--- config.mk ---
export PLATFORM = sky130hd
export DESIGN_NAME = exec_sequencer
export DESIGN_NICKNAME = d
export VERILOG_FILES = /design/src/rtl/cse_bubble_pkg.sv /design/src/rtl/exec_watchdog.sv /design/src/rtl/exec_sequencer.sv
export SDC_FILE = /design/constraint.sdc
export NUM_CORES = 1
export LEC_CHECK = 0
export BUFFER_PORTS_ARGS = -buffer_cell sky130_fd_sc_hd__clkbuf_2
export CAP_MARGIN = 20
export CORE_MARGIN = 2
export CORE_UTILIZATION = 26
export DETAILED_ROUTE_END_ITERATION = 10
export PLACE_DENSITY_LB_ADDON = 0.15
export SYNTH_ARGS = -nofsm -noshare
export SYNTH_HDL_FRONTEND = slang
export SYNTH_SLANG_ARGS = --single-unit
--- constraint.sdc ---
create_clock -name clk -period 3.1 [get_ports clk]
set_clock_uncertainty 0.15 [all_clocks]
set_input_delay 0.465 -clock clk [delete_from_list [all_inputs] [get_ports clk]]
set_output_delay 0.465 -clock clk [all_outputs]
set_load 0.005 [all_outputs]
--- src/rtl/cse_bubble_pkg.sv ---
// Shared definitions for the CSE-BUBBLE control path: opcodes, sequencer
// states and the opcode-to-class decode used by the sequencer.
package cse_bubble_pkg;

    localparam logic [5:0] OP_ADD     = 6'd0;
    localparam logic [5:0] OP_SUB     = 6'd1;
    localparam logic [5:0] OP_AND     = 6'd2;
    localparam logic [5:0] OP_OR      = 6'd3;
    localparam logic [5:0] OP_XOR     = 6'd4;
    localparam logic [5:0] OP_NOR     = 6'd5;
    localparam logic [5:0] OP_SLL     = 6'd6;
    localparam logic [5:0] OP_SRL     = 6'd7;
    localparam logic [5:0] OP_LW      = 6'd8;
    localparam logic [5:0] OP_SW      = 6'd9;
    localparam logic [5:0] OP_BEQ     = 6'd10;
    localparam logic [5:0] OP_BNE     = 6'd11;
    localparam logic [5:0] OP_BLT     = 6'd12;
    localparam logic [5:0] OP_BGE     = 6'd13;
    localparam logic [5:0] OP_BLE     = 6'd14;
    localparam logic [5:0] OP_BGT     = 6'd15;
    localparam logic [5:0] OP_J       = 6'd16;
    localparam logic [5:0] OP_JR      = 6'd17;
    localparam logic [5:0] OP_JAL     = 6'd18;
    localparam logic [5:0] OP_SLT     = 6'd19;
    localparam logic [5:0] OP_SLTI    = 6'd20;
    localparam logic [5:0] OP_IN      = 6'd21;
    localparam logic [5:0] OP_OUT     = 6'd22;
    localparam logic [5:0] OP_SYSCALL = 6'd23;
    localparam logic [5:0] OP_EXIT    = 6'd24;

    typedef enum logic [2:0] {
        ST_IDLE, ST_FETCH, ST_DECODE, ST_EXEC, ST_MEM, ST_WB, ST_SYS, ST_HALT
    } state_t;

    typedef enum logic [3:0] {
        CLS_ALU, CLS_LW, CLS_SW, CLS_BR, CLS_J, CLS_JAL, CLS_SYS, CLS_EXIT, CLS_ILL
    } op_class_t;

    function automatic op_class_t opcode_class(input logic [5:0] opcode);
        op_class_t cls;
        case (opcode)
            OP_ADD, OP_SUB, OP_AND, OP_OR, OP_XOR, OP_NOR, OP_SLL, OP_SRL,
            OP_SLT, OP_SLTI:                         cls = CLS_ALU;
            OP_LW:                                   cls = CLS_LW;
            OP_SW:                                   cls = CLS_SW;
            OP_BEQ, OP_BNE, OP_BLT, OP_BGE, OP_BLE,
            OP_BGT:                                  cls = CLS_BR;
            OP_J, OP_JR:                             cls = CLS_J;
            OP_JAL:                                  cls = CLS_JAL;
            OP_IN, OP_OUT, OP_SYSCALL:               cls = CLS_SYS;
            OP_EXIT:                                 cls = CLS_EXIT;
            default:                                 cls = CLS_ILL;
        endcase
        return cls;
    endfunction

endpackage

--- src/rtl/exec_watchdog.sv ---
// Wait-cycle counter for the MEM/SYS handshakes; flags expiry on the
// WAIT_LIMIT-th consecutive cycle without an acknowledge.
module exec_watchdog #(
    parameter int WAIT_LIMIT = 16
) (
    input  logic clk,
    input  logic reset,
    input  logic i_active,
    input  logic i_ack,
    output logic o_expire
);

    localparam int W = (WAIT_LIMIT > 1) ? $clog2(WAIT_LIMIT + 1) : 1;
    localparam logic [W-1:0] LAST = W'(WAIT_LIMIT - 1);

    logic [W-1:0] r_count;

    // Held at zero outside the wait states, so every entry starts from zero.
    always_ff @(posedge clk or posedge reset) begin
        if (reset) begin
            r_count <= '0;
        end else if (!i_active || i_ack) begin
            r_count <= '0;
        end else if (r_count != LAST) begin
            r_count <= r_count + 1'b1;
        end
    end

    assign o_expire = i_active && !i_ack && (r_count == LAST);

endmodule

--- src/rtl/exec_sequencer.sv ---
// Multi-cycle control FSM of the CSE-BUBBLE processor.
// Optional MEM/SYS wait watchdog enabled by defining EXEC_WATCHDOG_EN.
module exec_sequencer
    import cse_bubble_pkg::*;
#(
    parameter int CNT_W      = 16,
    parameter int WAIT_LIMIT = 16
) (
    input  logic             clk,
    input  logic             reset,
    input  logic             start,
    input  logic [31:0]      ir,
    input  logic [31:0]      pc,
    input  logic [31:0]      final_pc,
    input  logic             branch_taken,
    input  logic             mem_ack,
    input  logic             sys_done,
    output logic             ir_load,
    output logic             alu_en,
    output logic             mem_rd,
    output logic             mem_wr,
    output logic             reg_we,
    output logic             link_we,
    output logic             pc_inc,
    output logic             pc_load,
    output logic             sys_en,
    output logic             busy,
    output logic             signal,
    output logic             illegal,
    output logic             timeout,
    output logic [CNT_W-1:0] retired
);

    state_t           r_state;
    state_t           w_state_next;
    op_class_t        w_cls;
    logic             w_retire;
    logic             w_set_ill;
    logic             w_expire;
    logic [CNT_W-1:0] r_retired;
    logic             r_illegal;
    logic             r_timeout;

    assign w_cls = opcode_class(ir[31:26]);
    wire w_unused_ir = ^ir[25:0];

`ifdef EXEC_WATCHDOG_EN
    logic w_waiting;
    logic w_ack;
    assign w_waiting = (r_state == ST_MEM) || (r_state == ST_SYS);
    assign w_ack     = (r_state == ST_MEM) ? mem_ack : sys_done;

    exec_watchdog #(
        .WAIT_LIMIT (WAIT_LIMIT)
    ) u_watchdog (
        .clk      (clk),
        .reset    (reset),
        .i_active (w_waiting),
        .i_ack    (w_ack),
        .o_expire (w_expire)
    );
`else
    assign w_expire = 1'b0;
    wire w_unused_limit = (WAIT_LIMIT > 0);
`endif

    always_comb begin
        w_state_next = r_state;
        case (r_state)
            ST_IDLE:   if (start) w_state_next = ST_FETCH;
            ST_FETCH:  w_state_next = (pc == final_pc) ? ST_HALT : ST_DECODE;
            ST_DECODE: begin
                case (w_cls)
                    CLS_SYS:           w_state_next = ST_SYS;
                    CLS_EXIT, CLS_ILL: w_state_next = ST_HALT;
                    default:           w_state_next = ST_EXEC;
                endcase
            end
            ST_EXEC: begin
                case (w_cls)
                    CLS_ALU:              w_state_next = ST_WB;
                    CLS_LW, CLS_SW:       w_state_next = ST_MEM;
                    CLS_BR, CLS_J, CLS_JAL: w_state_next = ST_FETCH;
                    default:              w_state_next = ST_HALT;
                endcase
            end
            ST_MEM: begin
                if (mem_ack)       w_state_next = (w_cls == CLS_LW) ? ST_WB : ST_FETCH;
                else if (w_expire) w_state_next = ST_HALT;
            end
            ST_WB:     w_state_next = ST_FETCH;
            ST_SYS: begin
                if (sys_done)      w_state_next = ST_FETCH;
                else if (w_expire) w_state_next = ST_HALT;
            end
            default:   w_state_next = ST_HALT;
        endcase
    end

    // The IDLE->FETCH launch is not a completed instruction.
    assign w_retire  = ((w_state_next == ST_FETCH) && (r_state != ST_IDLE)) ||
                       ((r_state == ST_DECODE) && (w_cls == CLS_EXIT));
    assign w_set_ill = (r_state == ST_DECODE) && (w_cls == CLS_ILL);

    always_ff @(posedge clk or posedge reset) begin
        if (reset) begin
            r_state   <= ST_IDLE;
            r_retired <= '0;
            r_illegal <= 1'b0;
            r_timeout <= 1'b0;
        end else begin
            r_state <= w_state_next;
            if (w_retire && (r_retired != '1)) r_retired <= r_retired + 1'b1;
            if (w_set_ill) r_illegal <= 1'b1;
            if (w_expire)  r_timeout <= 1'b1;
        end
    end

    // Strobes decode from the state register, so an async reset clears them at once.
    always_comb begin
        ir_load = 1'b0;
        alu_en  = 1'b0;
        mem_rd  = 1'b0;
        mem_wr  = 1'b0;
        reg_we  = 1'b0;
        link_we = 1'b0;
        pc_inc  = 1'b0;
        pc_load = 1'b0;
        sys_en  = 1'b0;
        case (r_state)
            ST_FETCH: ir_load = (pc != final_pc);
            ST_EXEC: begin
                alu_en = 1'b1;
                case (w_cls)
                    CLS_BR: begin
                        pc_load = branch_taken;
                        pc_inc  = !branch_taken;
                    end
                    CLS_J:   pc_load = 1'b1;
                    CLS_JAL: begin
                        pc_load = 1'b1;
                        link_we = 1'b1;
                    end
                    default: ;
                endcase
            end
            ST_MEM: begin
                mem_rd = (w_cls == CLS_LW);
                mem_wr = (w_cls == CLS_SW);
                pc_inc = (w_cls == CLS_SW) && mem_ack;
            end
            ST_WB: begin
                reg_we = 1'b1;
                pc_inc = 1'b1;
            end
            ST_SYS: begin
                sys_en = 1'b1;
                pc_inc = sys_done;
            end
            default: ;
        endcase
    end

    assign busy    = (r_state != ST_IDLE) && (r_state != ST_HALT);
    assign signal  = (r_state == ST_HALT);
    assign illegal = r_illegal;
    assign timeout = r_timeout;
    assign retired = r_retired;

endmodule

==> impl_metrics.yaml <==
logic_synthesis:
  syn_avg_cell_area_um2: 8.33
  async_flop_share_pct: 100
  synth.distinct_cells: 50
  yosysTopAreaCellShare_pct: 28.5
  syn_area_um2: 1760
  synth_common_cells: "35 x xnor2_1, 20 x dfrtp_1, 20 x nor2_1"
  synthFlopType: "dfrtp_1"
  yosysMostFrequentCell: "xnor2_1"
  synth_edf_count: 0
  synth_nets: 314
  synth_seq_area_share_pct: 28.5
  yosysWarningCount: 0
  yosys-top-cells-area: "dfrtp_1 28%, xnor2_1 17%, xor2_1 5.0%"
  synth_top_area_cell: "dfrtp_1"
  synth_cells: 211
  ys_ff_latch: 20
pwr:
  p_seq_share_pct: 31.8
  internal-power_mw: 0.740
  clkPwrFrac_pct: 16.3
  leakagePower_nw: 1.14
  netSwitchingFraction_pct: 39.8
  ir_worst_vdd_mv: 0.212
  combPwrFrac_pct: 51.9
  design_power_total_mw: 1.23
  switchingPower_mw: 0.488
  power_density_nw_per_um2: 509
timing:
  drv_slew: 0
  rsz0062_at_grt: "no"
  hold_violations: 0
  max_slew_margin_pct: 49.1
  fin_hold_ws_ns: 0.161
  worst_pin_slew_ns: 0.762
  setup_violations: 0
  max_freq_mhz: 375
  fin_crit_sh_pct: 86.1
  finalSetupTns_ns: 0
  fin_crit_ns: 2.67
floorplan:
  dieWidth_um: 86.2
  pin_count: 131
  core_um2: 6460
  die_h_um: 86.2
  row_count: 29
  start_util_pct: 27.2
  die-area_um2: 7430
clock_tree:
  cts_buffer_depth: 2
  cts_tree: "done"
  cts-resized-gates: 0
  clk_latency_ns: 0.26
  post_cts_buffers: 0
  cts_sinks: 20
  clk_pin_slew_ns: 0.08
  htree_levels: 1
  ctsRootBufferMaster: "clkbuf_8"
  cts_made_buffers: 3
  hold_buffers: 0
finish:
  final_area_um2: 2410
  fin_util_pct: 37.3
  multi_input_area_um2: 1180
  area_delta_synth_final_pct: 37.3
  drive_above_1_share_pct: 39.2
  nets: 418
  diodes: 0
  n_fill_cell: 687
  seq_area_um2: 500
routing:
  wl_per_cell_um: 11.9
  drtIter0Drc: 44
  final_antenna_net_count: 0
  finalWirelength_um: 4670
  viasPerCell: 4.80
  vias: 1877
  drc: 0
  firstDrtPassIters: 4
worst_setup_path:
  critPathLaunchType: "register"
  endpoint_kind: "register"
  path_buf_inv: 1
  cp.required_ns: 3.13
  crit_family: "simple AND/OR/NAND/NOR gates"
  cpMaxStageDelayCell: "or3b_2"
  critPathKind: "register to register"
  critPathMaxStageDelay_ns: 0.50
  crit_path_max_fanout: 14
  path_cells: "or3b_2 > or2_0 > a211oi_1 > nor2b_1 > a21oi_2 > buf_4 > nor4_1 > xor2_1"
  critical_path_arrival_ns: 2.70
grt:
  grt_first_pass_wirelength_um: 7750
  grt_pass1_vias: 1709
  overflow: 0
  antenna_found_initial: 0
  grtUsageTotal_pct: 12.6
  grt_max_degree: 21
placed_design:
  place_area_um2: 2360
  io_buffers: 103
  gp_congestion: 0.725
  dp_hpwl_um: 3870
outcome:
  run_status: "finished clean"
min_path:
  hold_class: "primary input to asynchronous set/reset pin"
flow_run:
  max-cap-violations: 0
==> power groups by stage <==
stage	Clock, mW	Sequential, mW	Combinational [mW]
after CTS	0.205	0.390	0.646
after global placement	0	0.396	0.640
after global routing	0.224	0.404	0.718
final	0.201	0.390	0.637
after floorplan	0	0.379	0.400
after detailed placement	0	0.395	0.642
==> worst paths after layout <==
kind / from / to / slack [ns] / cells after the start
max: r_state[2] / retired[15] / 0.43 / 8
max reg2reg: r_state[2] / retired[15] / 0.43 / 8
min in group clk: sys_done / r_state[1] / 0.31 / 2
min reg2reg: retired[7] / retired[7] / 0.34 / 1
max in group asynchronous: reset / illegal / 2.16 / 2
min: reset / retired[15] / 0.16 / 2
==> cell usage in the layout, fill, tap and decap left out, types with 7 or more instances in the layout <==
cell,n
a21oi_1,9
clkbuf_2,103
dfrtp_1,20
inv_1,8
nand2_1,11
nand3_1,7
nand4_1,11
nor2_1,20
nor3_1,12
nor4_1,7
xnor2_1,35
xor2_1,10
==> cell type report <==
cell class | instances | share of cell area (%)
multi-input combinational | 174 | 48.8
tap | 77 | 3.99
timing repair buffer | 108 | 22.9
inverter | 8 | 1.24
sequential | 20 | 20.7
clock buffer | 4 | 2.28
==> worst reg2reg max path, cell delays in order, from the launching register on <==
cell	delay, ns
dfrtp_1	0.46
or3b_2	0.50
or2_0	0.25
a211oi_1	0.28
nor2b_1	0.21
a21oi_2	0.04
buf_4	0.21
nor4_1	0.33
xor2_1	0.17
==> state kept, by name, summed over array words and instances (netlist names) <==
name	cells
r_state	3
illegal	1
retired	16
==> metal layers <==
layer	share of wire (%)	routed length, um	vias up	track usage [%]
li1	-	-	962	-
met1	45	2120	858	16.7
met2	49	2300	55	21.9
met3	4.7	217	2	1.52
met4	0.54	25	0	2.70
met5	0	0	-	0
==> stage by stage <==
stage	instances	setup slack [ns]
finish	391	0.431
floorplan	211	0.584
detailed placement	387	0.285
CTS	391	0.415
global placement	387	0.314
global route	391	0.223
==> cell families after synthesis <==
| kind of cell | after synthesis | synth area share [%] |
|---|---|---|
| AND/OR/NAND/NOR | 97 | 30.9 |
| XOR/XNOR | 45 | 22.4 |
| AO/OA/AOI/OAI | 27 | 10.7 |
| flip-flops | 20 | 28.5 |
| buffers and inverters | 17 | 4.49 |
| multiplexers | 3 | 2.07 |
| adder cells (fa/ha/maj) | 1 | 0.712 |
| other | 1 | 0.213 |
Note: power is estimated with default switching activity, not from simulation.
